`src/rtl/mac_accumulator.sv`:
```
// mac_accumulator
//
// Accumulation stage that sits behind the combinational mac unit. A frame is
// opened with a start pulse carrying a term count. Each accepted beat adds the
// unsigned 32-bit mac result to a wide accumulator. The accumulator saturates
// at all-ones instead of wrapping. Once the programmed number of terms has been
// accepted, the total is offered downstream on a valid/ready handshake.
//
// Ports
//   clk        in   single rising-edge clock
//   rst_n      in   synchronous active-low reset
//   start      in   frame start pulse, only looked at while idle
//   len        in   number of terms in the frame (CNT_W bits), sampled with start
//   in_valid   in   r_in carries a valid mac result
//   in_ready   out  a beat on r_in is accepted this cycle
//   r_in       in   32-bit unsigned mac result
//   out_valid  out  acc_out holds the final frame sum
//   out_ready  in   downstream takes acc_out
//   acc_out    out  accumulator value (ACC_W bits, unsigned)
//   overflow   out  the frame saturated; meaningful while out_valid is high
//   busy       out  a frame is in progress or waiting to be delivered
//
// Parameters
//   ACC_W  accumulator width, at least 33 so that one term never saturates
//   CNT_W  term count width; frames hold up to 2**CNT_W - 1 terms

module mac_accumulator #(
    parameter int ACC_W = 40,
    parameter int CNT_W = 8
) (
    input  logic             clk,
    input  logic             rst_n,
    input  logic             start,
    input  logic [CNT_W-1:0] len,
    input  logic             in_valid,
    output logic             in_ready,
    input  logic [31:0]      r_in,
    output logic             out_valid,
    input  logic             out_ready,
    output logic [ACC_W-1:0] acc_out,
    output logic             overflow,
    output logic             busy
);

    typedef enum logic [1:0] {
        IDLE  = 2'd0,
        ACCUM = 2'd1,
        DONE  = 2'd2
    } state_t;

    state_t           state;
    logic [ACC_W-1:0] acc;
    logic [CNT_W-1:0] count;
    logic [CNT_W-1:0] len_q;

    // One extra bit above the accumulator catches the carry that signals
    // saturation; r_in is zero-extended up to that width.
    logic [ACC_W:0]   sum;
    logic [CNT_W-1:0] next_count;
    logic             accept;
    logic             last_beat;

    // Beat acceptance and the widened sum used for the saturation decision.
    always_comb begin
        sum        = {1'b0, acc} + {{(ACC_W-31){1'b0}}, r_in};
        next_count = count + 1'b1;
        accept     = in_valid & in_ready;
        last_beat  = (next_count == len_q);
    end

    assign acc_out = acc;

    // Frame FSM. in_ready, out_valid and busy are registered alongside the
    // state so they are clean state decodes with no path from in_valid or
    // out_ready.
    always_ff @(posedge clk) begin
        if (!rst_n) begin
            state     <= IDLE;
            acc       <= '0;
            count     <= '0;
            len_q     <= '0;
            overflow  <= 1'b0;
            in_ready  <= 1'b0;
            out_valid <= 1'b0;
            busy      <= 1'b0;
        end else begin
            case (state)
                IDLE: begin
                    if (start) begin
                        acc      <= '0;
                        count    <= '0;
                        overflow <= 1'b0;
                        busy     <= 1'b1;
                        if (len != '0) begin
                            len_q    <= len;
                            in_ready <= 1'b1;
                            state    <= ACCUM;
                        end else begin
                            // An empty frame goes straight to delivery with a zero sum.
                            out_valid <= 1'b1;
                            state     <= DONE;
                        end
                    end
                end

                ACCUM: begin
                    if (accept) begin
                        count <= next_count;
                        // Once saturated, the accumulator stays pinned at all-ones
                        // even if a later term happens to be zero.
                        if (sum[ACC_W] || overflow) begin
                            acc      <= '1;
                            overflow <= 1'b1;
                        end else begin
                            acc <= sum[ACC_W-1:0];
                        end
                        if (last_beat) begin
                            in_ready  <= 1'b0;
                            out_valid <= 1'b1;
                            state     <= DONE;
                        end
                    end
                end

                DONE: begin
                    if (out_ready) begin
                        out_valid <= 1'b0;
                        busy      <= 1'b0;
                        state     <= IDLE;
                    end
                end

                default: begin
                    state     <= IDLE;
                    in_ready  <= 1'b0;
                    out_valid <= 1'b0;
                    busy      <= 1'b0;
                end
            endcase
        end
    end

endmodule

```
`config.mk`:
```
export PLATFORM = sky130hd
export DESIGN_NAME = mac_accumulator
export DESIGN_NICKNAME = d
export VERILOG_FILES = /design/src/rtl/mac_accumulator.sv
export SDC_FILE = /design/constraint.sdc
export NUM_CORES = 1
export LEC_CHECK = 0
export BUFFER_PORTS_ARGS = -buffer_cell sky130_fd_sc_hd__buf_2
export CAP_MARGIN = 10
export CORE_UTILIZATION = 56
export CTS_CLUSTER_SIZE = 24
export DETAILED_ROUTE_END_ITERATION = 6
export PLACE_DENSITY = 0.88
export SETUP_SLACK_MARGIN = 0.4
export SYNTH_ARGS = -nofsm -noshare
export SYNTH_HDL_FRONTEND = slang
export SYNTH_SLANG_ARGS = --single-unit
```
`constraint.sdc`:
```
create_clock -name clk -period 3.9 [get_ports clk]
set_input_delay 0.78 -clock clk [delete_from_list [all_inputs] [get_ports clk]]
set_output_delay 0.78 -clock clk [all_outputs]
set_load 0.02 [all_outputs]
```
-- Word-level counts from Yosys, hierarchy flattened
Cells that the tools add are included.
- $add $sub $neg: 2
- eq/ne operators: 10
- multiplexer cells: 30
- bitwise gates (word level): 3
- reduce and logical (&&, ||, !) cells: 11
- operators with widths (operator ; count):
    40-bit 2-to-1 mux ; 3
    40-bit case mux with 2 select lines ; 1
    40-bit by 32-bit adder with 41-bit output ; 1
    8-bit 2-to-1 mux ; 2
    8-bit case mux with 2 select lines ; 1
    2-bit inequality test (second input constant) ; 7
    1-bit 2-to-1 mux ; 13
    2-bit 2-to-1 mux ; 5
    5-bit AND reduction ; 2
    1-bit case mux with 3 select lines ; 3
    3-bit AND reduction ; 3
    8-bit by 1-bit adder with 8-bit output (second input constant) ; 1
    8-bit == test ; 1
    4-bit AND reduction ; 2
    8-bit nonzero test ; 1
    2-bit case mux with 3 select lines ; 1
    2-bit by 1-bit == test with 1-bit output (second input constant) ; 1
    2-bit == test (second input constant) ; 1
    2-bit logical NOT ; 1
    1-bit NOT ; 2
    1-bit case mux with 2 select lines ; 1
    2-bit nonzero test ; 1
    1-bit AND ; 1
    1-bit logical OR ; 1
- flip-flop bits (word level): 62
- input bits: 45

-- Longest topological paths before layout
Gate-level depths: netlist of the first run.
- depth after elaboration: 5
- mapped depth: 12
- gate-level depth less buffers: 10

-- Least setup slack after synthesis of the first run
Ideal clock, no wire load.
- path kind: input to register
- start point: input port r_in[0]
- end point: register acc[37] (netlist: acc_out[37])
- setup time: 127 ps
- arrival time: 2951 ps
- data required time: 3773 ps
- slack: 822 ps
- stages on the path: 11
- path through: ha_1 -> fa_1 -> a211oi_1 -> o21ai_0 -> nor4b_4 -> o2111ai_2 -> a32o_1 -> buf_2 -> nand2b_1 -> nand2_1 -> or3_1
- word-level cells in the longest chain between the ends: 5
- RTL lines (item ; RTL line ; RTL):
    start: declaration ; 37 ; input logic [31:0] r_in,
    40-bit by 32-bit adder with 41-bit output (*) ; 65 ; sum = {1'b0, acc} + {{(ACC_W-31){1'b0}}, r_in};
    1-bit logical OR ; 111 ; if (sum[ACC_W] || overflow) begin
    40-bit 2-to-1 mux (*) ; 111 ;
    40-bit 2-to-1 mux (*) ; 107 ; if (accept) begin
    40-bit case mux with 2 select lines (*) ; 87 ; case (state)
    end signal: assignment ; 115 ; acc <= sum[ACC_W-1:0];
    end: declaration ; 52 ; logic [ACC_W-1:0] acc;
Every way passes the cells marked *; elsewhere a longest branch is shown, timed or not. The select of a mux whose other input is x is not followed.
A chain may end at the register's enable or synchronous reset.

-- Worst setup path after layout of the first run
- start point: input port r_in[0]
- end point: register acc[27] (netlist: acc_out[27])
Same word-level chain as after synthesis.

==> reports/metrics.csv, run 1 <==
stage,metric,value,unit
sta,period utilisation layout,0.826,
die,overall die width,92.4,um
die,die area,8530,um^2
global_routing,All-Layer GR Usage,0.301,
clocking,CTS tree,built,
placement,"worst slack, placed",0.371,ns
sta,RSZ-0062 raised after global routing,false,
sta,Clock Skews,0.0118,ns
clocking,CTS Buf Count,9,
global_routing,total gr overflow,0,
setup_path,CP cell instances,buf_2 > ha_1 > fa_1 > a211oi_1 > o21ai_0 > nor4b_4 > o2111ai_2 > a32o_1 > buf_4 > nand3_1 > mux2i_1 > nor2_1,
setup_path,Crit path arrival time,3.46,ns
setup_path,required time of the critical path,4.14,ns
routing,DR top layer,met4,
setup_path,startpoint types,input port,
synth,Ys Warns,0,
routing,DR WL met2,5950,um
routing,drc violations,3,
worst_hold_path,min-delay src,out_valid,
layout,"Area growth, synth to finish",15.6,%
synth,post-synthesis net count,669,
global_routing,antenna violations before repair,0,
setup_path,Critical Path Sink Type,flop,
synth,register area share after synthesis,0.271,
status,violated checks,DRC,
worst_hold_path,Hold Path End,out_valid,
status,outcome,"complete, but fails checks",
clocking,worst-skew pair later-pin latency,0.35,ns
layout,layout cells sized above 1,0.187,
layout,ANT cells,0,
routing,routed len/inst,16.5,um
setup_path,RR Startpoint,acc_out[0],
routing,WL met1,5340,um
setup_path,critical path's slowest cell,fa_1,
clocking,postcts setup bufs,0,
sta,slew margin rel.,0.229,
worst_hold_path,HP Class,flop to flop,
die,Initial Util,0.586,
power_and_ir_drop,total chip power,1.63,mW
die,total core area,7810,um^2
clocking,Root Buffer,clkbuf_8,
clocking,Clock Pin Slew Worst Setup and Hold Paths,0.08,ns
die,FP Rows,32,
routing,met3 WL post-DR,987,um
setup_path,crit path kind,input port to flop,
power_and_ir_drop,peak supply drop,0.214,mV
synth,number of synthesized flops with an enable pin,0,
synth,adder-cell share of the synthesized area,0.0946,
setup_path,maximum net fanout on the critical path,21,
layout,NumNets Final,744,
global_routing,pin count of the biggest net entering global routing,34,
global_routing,vias in the first global route,4621,
synth,#FFs+latches synth,62,
setup_path,"setup slack, reg-to-reg",0.89,ns
synth,mux share of post-synthesis cell area,0.00219,
routing,Total Wirelength,12700,um
sta,"Min Clock Period, post-route",3.22,ns
sta,Final Max Slew Viols,0,
clocking,maximum buffer depth of the clock tree,2,
power_and_ir_drop,pwr dens,307,nW/um^2
synth,compound-cell area share of the yosys netlist,0.309,
sta,Final Hold Fails,0,
synth,ys flop type,dfxtp_1,
die,Die Y-Extent,92.4,um
worst_hold_path,Min-Delay Path Depth,2,
flow_run,max cap viols,0,
setup_path,R2R depth,11,
placement,Buffers on Ports,88,
clocking,Hold Buf Count CTS,0,
global_routing,first-pass GRT wire length,21000,um
synth,asr flop ratio synth,0,
power_and_ir_drop,static leakage,2.36,nW
clocking,post-cts sizing count,0,
routing,vias per cell,6.40,
synth,Synth Area in XOR/XNOR,0.0689,
routing,initial DRC count,354,
clocking,CTS sink cnt,62,
clocking,H-tree Lvls,3,
setup_path,critical path's largest stage delay,0.42,ns
sta,Hold WS,0.450,ns
synth,Post-Syn Instances,590,
sta,Worst Max-Slew Pin Slew,1.16,ns
sta,FMAX,0.310,GHz
die,IO Count,89,
sta,Setup TNS,0,ns
routing,Vias,4944,
sta,final setup vio count,0,
setup_path,Worst R2R End,acc_out[27],
routing,Initial DRT Pass Iterations,7,
setup_path,Worst Setup SP,r_in[0],
placement,placer congestion estimate,0.925,
synth,mean cell area of the mapped netlist,7.75,um^2
synth,Mapped Area,4570,um^2
routing,post-route ant nets,0,
synth,simple-gate share of the synthesized area,0.217,
synth,Synth cell types,66,
sta,Final WS setup,0.679,ns
synth,main combinational cell family by area after synthesis,compound AO/OA/AOI/OAI gates,
placement,DP HPWL,9320,um
==> how the worst max path moves through the flow <==
stage,slack (ns),endpoint,cells after the start
6_report,0.68,acc_out[27],12
5_1_grt,0.54,acc_out[33],11
4_1_cts,0.72,acc_out[27],12
3_5_place_dp,0.37,acc_out[27],12
3_3_place_gp,0.45,acc_out[33],11
2_1_floorplan,0.82,acc_out[37],11
==> report_power, final <==
part	leakage, nW	internal [mW]	switching, mW
clock network	0.111	0.368	0.298
logic	1.74	0.112	0.181
registers	0.503	0.650	0.0174
total	2.36	1.13	0.496
==> cells in the mapped netlist, types with 2 or more instances <==
library cell	n	area (um^2)
a21oi_1	92	460
nand2_1	65	244
dfxtp_1	62	1240
nor2_1	43	161
ha_1	33	413
o21ai_0	32	160
a21o_1	20	150
clkbuf_1	20	75.1
xnor2_1	20	175
a211oi_1	16	120
xor2_1	16	140
nand3_1	15	75.1
a311oi_1	13	114
nor3_1	11	55.1
inv_1	10	37.5
nand2b_1	10	62.6
nand4_1	10	62.6
nor2b_1	10	62.6
o21a_1	8	60.1
nor4_1	6	37.5
and3_1	5	31.3
and2_1	4	25.0
buf_1	4	15.0
buf_2	4	20.0
o211ai_1	4	30.0
o21bai_1	4	30.0
a2111oi_0	3	26.3
a211o_1	3	26.3
and4_1	3	26.3
o21ba_2	3	30.0
clkbuf_2	2	10.0
nor3b_1	2	15.0
o2111ai_1	2	17.5
or3_1	2	12.5
or4_1	2	15.0
==> flip-flops by register name, summed over array words and instances, names as in the netlist <==
register	count
len_q	8
overflow	1
state	2
acc_out	40
in_ready	1
out_valid	1
count	8
busy	1
==> per-stage QoR <==
step / std cells / util / cell area, um^2
4_1_cts: 772 / 0.678 / 5290
6_report: 772 / 0.678 / 5290
5_1_grt: 772 / 0.678 / 5290
2_1_floorplan: 590 / - / 4570
3_5_place_dp: 756 / 0.649 / 5060
3_3_place_gp: 756 / 0.649 / 5060
==> layout make-up <==
cell class	instances	area (um^2)
multi-input cells	486	3160
fillers	659	2520
flip-flops and latches	62	1240
repair buffers	95	493
well taps	102	128
clock buffers	9	124
clock inverters	7	103
inverters	11	41.3
==> layout by cell type (no fill, tap or decap), types with 8 or more instances in the layout <==
| master | instances |
|---|---|
| a211oi_1 | 16 |
| a21o_1 | 20 |
| a21oi_1 | 92 |
| a311oi_1 | 13 |
| buf_2 | 88 |
| clkbuf_8 | 9 |
| dfxtp_1 | 62 |
| ha_1 | 33 |
| inv_1 | 10 |
| nand2_1 | 65 |
| nand2b_1 | 10 |
| nand3_1 | 15 |
| nand4_1 | 10 |
| nor2_1 | 43 |
| nor2b_1 | 10 |
| nor3_1 | 11 |
| o21a_1 | 8 |
| o21ai_0 | 32 |
| xnor2_1 | 20 |
| xor2_1 | 16 |
==> critical path, delay by kind of cell <==
kind	cells	cell delay, ns
adders and majority gates	2	0.63
muxes	1	0.21
AOI/OAI and AO/OA	4	1.06
and+or+nand+nor	3	0.34
buffers and inverters	2	0.43
==> routing by layer <==
| layer | vias up | GRT usage |
|---|---|---|
| met5 | - | 0 |
| met4 | 0 | 0.137 |
| met3 | 53 | 0.0649 |
| met2 | 276 | 0.493 |
| met1 | 2278 | 0.378 |
| li1 | 2337 | - |
==> kinds of logic (layout without fill, tap and decap cells) <==
| group | count (synthesis) | in the layout |
|---|---|---|
| XOR/XNOR | 36 | 36 |
| multiplexers | 1 | 1 |
| AO/OA/AOI/OAI | 218 | 218 |
| buffers and inverters | 42 | 122 |
| adder cells (fa/ha/maj) | 34 | 34 |
| flip-flops | 62 | 62 |
| AND/OR/NAND/NOR | 197 | 197 |
(Power assumes the default switching activity.)
==> run 2: changes to the inputs <==
- ABC_AREA: unset -> 1
- CORE_UTILIZATION: 56 -> 53
- PLACE_DENSITY: 0.88 -> 0.86
- clock period: 3.9 -> 2.65 ns (I/O delays scaled with it)
==> reports/metrics.csv, run 2 <==
stage,metric,value,unit
global_routing,first-pass GRT wire length,26500,um
synth,asr flop ratio synth,0,
sta,Final Max Slew Viols,0,
routing,Vias,6275,
placement,Placed Area,6170,um^2
routing,Initial DRT Pass Iterations,5,
placement,placer congestion estimate,0.967,
clocking,maximum buffer depth of the clock tree,2,
synth,Yosys top cell by area,nand2_1,
power_and_ir_drop,peak supply drop,0.338,mV
synth,synth top area cells,"nand2_1 (23%), dfxtp_1 (23%), inv_1 (10%)",
setup_path,crit-path most repeated cell,nand2_1,
layout,layout cells sized above 1,0.182,
layout,ANT cells,0,
synth,Synth cell types,34,
layout,Fillers,968,
setup_path,maximum net fanout on the critical path,4,
synth,register area share after synthesis,0.225,
setup_path,critical path's largest stage delay,0.34,ns
clocking,Clock Pin Slew Worst Setup and Hold Paths,0.08,ns
sta,"Min Clock Period, post-route",2.14,ns
synth,Synth top cells by count,"nand2_1 (338), inv_1 (147), a21oi_1 (87)",
power_and_ir_drop,static leakage,3.43,nW
worst_hold_path,HP Class,input port to flop,
layout,"commonest non-fill, non-tap cell in the layout",nand2_1,
setup_path,required time of the critical path,2.88,ns
routing,drc violations,0,
power_and_ir_drop,total chip power,2.29,mW
sta,period utilisation layout,0.807,
sta,RSZ-0062 raised after global routing,false,
global_routing,total gr overflow,0,
die,IO Count,89,
flow_run,max cap viols,0,
layout,"commonest non-fill, non-tap cells in the layout","nand2_1 (327), inv_1 (147), buf_2 (88)",
global_routing,All-Layer GR Usage,0.300,
layout,"Area growth, synth to finish",18.9,%
layout,fin util,0.660,
worst_hold_path,Hold Path End,len_q[5],
synth,ys flop type,dfxtp_1,
layout,"Design Area, Final",6550,um^2
sta,FMAX,0.468,GHz
clocking,worst-skew pair later-pin latency,0.37,ns
setup_path,R2R depth,15,
power_and_ir_drop,pwr dens,349,nW/um^2
synth,Post-Syn Instances,964,
setup_path,Crit path arrival time,2.37,ns
synth,#FFs+latches synth,62,
placement,Buffers on Ports,88,
setup_path,"setup slack, reg-to-reg",0.51,ns
routing,routed len/inst,13.4,um
routing,initial DRC count,395,
clocking,CTS sink cnt,62,
setup_path,startpoint types,flop,
synth,Ys Warns,0,
synth,most frequent cell after synthesis,nand2_1,
global_routing,antenna violations before repair,0,
routing,post-route ant nets,0,
setup_path,CP cell instances,ha_1 > nand2_1 > inv_1 > nand2_1 > nand2_1 > inv_1 > nand3_1 > nand2_1 > nand2_1 > nand2_1 > nand2_1 > nand2_1 > nand3_1 > nand2_1 > a21oi_1,
synth,Mapped Area,5510,um^2
sta,Setup TNS,0,ns
clocking,CTS tree,built,
setup_path,crit path buf inv count,2,
global_routing,pin count of the biggest net entering global routing,48,
setup_path,crit path kind,flop to flop,
routing,Total Wirelength,16100,um
sta,slew margin rel.,0.639,
placement,DP HPWL,12500,um
worst_hold_path,Min-Delay Path Depth,3,
synth,mean cell area of the mapped netlist,5.71,um^2
setup_path,RR Startpoint,acc_out[8],
sta,Final Hold Fails,0,
sta,final setup vio count,0,
layout,area of the multi-input gates,3760,um^2
sta,Hold WS,0.444,ns
sta,Worst Max-Slew Pin Slew,0.541,ns
routing,vias per cell,5.22,
layout,area occupied by registers,1240,um^2
layout,Largest register FFs,40,
sta,Clock Skews,0.0120,ns
clocking,H-tree Lvls,3,
die,die area,10800,um^2
die,Die Y-Extent,104,um
synth,post-synthesis net count,1043,
synth,post-synth top area share,0.230,
die,Initial Util,0.556,
worst_hold_path,min-delay src,len[5],
global_routing,vias in the first global route,5766,
setup_path,critical path's slowest cell,ha_1,
die,overall die width,104,um
synth,number of synthesized flops with an enable pin,0,
setup_path,Worst R2R End,acc_out[34],
status,outcome,completed,
setup_path,top cell family by delay on the critical path,simple AND/OR/NAND/NOR gates,
layout,NumNets Final,1143,
clocking,CTS Buf Count,9,
setup_path,Critical Path Sink Type,flop,
die,FP Rows,36,
clocking,Root Buffer,clkbuf_8,
die,total core area,9910,um^2
[run 2: cell types whose count changed after synthesis, sizes merged, moves of 10 or more]
cell,previous run,this run
nor2,43,90
inv,11,147
nand2,65,345
xnor2,20,0
o21ai,32,47
a21o,20,1
nor2b,10,0
nand3,16,66
a311oi,13,0
a211oi,17,0
[run 2: metal layers]
metal  vias up  global-route usage  wire (um)  share of wire
met2       212               0.497       7210           0.45
met4         0               0.123        434          0.027
met1      2800               0.397       7570           0.47
li1       3232                   -          -              -
met5         -                   0          0              0
met3        31              0.0326        858          0.053
[run 2: repair_timing]
| action | CTS | global route |
|---|---|---|
| resized for setup | 0 | 54 |
| hold buffers | 0 | 0 |
| setup endpoints to repair | 0 | 43 |
| buffers inserted | 0 | 3 |
[run 2: final cells by class]
class	instances	share of cell area
flip-flops and latches	62	0.190
multi-input cells	730	0.574
well taps	133	0.0254
clock buffers	9	0.0189
clock inverters	7	0.00841
repair buffers	111	0.0967
inverters	150	0.0860
[run 2: worst max path at each step]
stage / from / endpoint / slack [ns] / depth (start not counted)
after CTS: acc_out[0] / acc_out[27] / 0.44 / 15
after global placement: r_in[0] / acc_out[30] / 0.17 / 16
after global routing: acc_out[20] / acc_out[37] / 0.39 / 13
after detailed placement: r_in[0] / acc_out[27] / 0.11 / 16
final: acc_out[8] / acc_out[34] / 0.51 / 15
after floorplan: r_in[0] / acc_out[10] / 0.40 / 14
[run 2: kinds of logic after synthesis]
logic type	count (synthesis)	share of synthesized area
compound gates	141	0.132
fa+ha+maj	34	0.0786
buf+inv	172	0.124
xor+xnor	25	0.0398
simple gates	530	0.400
flops	62	0.225
[run 2: per-stage QoR]
stage	instances	setup slack (ns)
6_report	1202	0.512
2_1_floorplan	964	0.403
3_3_place_gp	1183	0.169
4_1_cts	1199	0.439
3_5_place_dp	1183	0.110
5_1_grt	1202	0.386
[run 2: worst reg2reg max path, delay by kind of cell (launching register included)]
| kind | cells | cell delay, ns |
|---|---|---|
| adder cells (fa/ha/maj) | 1 | 0.34 |
| AND/OR/NAND/NOR | 11 | 1.17 |
| buffers and inverters | 2 | 0.14 |
| AO/OA/AOI/OAI | 1 | 0.05 |
| flip-flops | 1 | 0.32 |
[run 2: power by group]
part	switching [mW]	total, mW	internal, mW	leakage, nW
Sequential	0.0206	0.983	0.963	0.503
Clock	0.467	0.816	0.349	0.0866
Combinational	0.319	0.487	0.168	2.84
Total	0.806	2.29	1.48	3.43
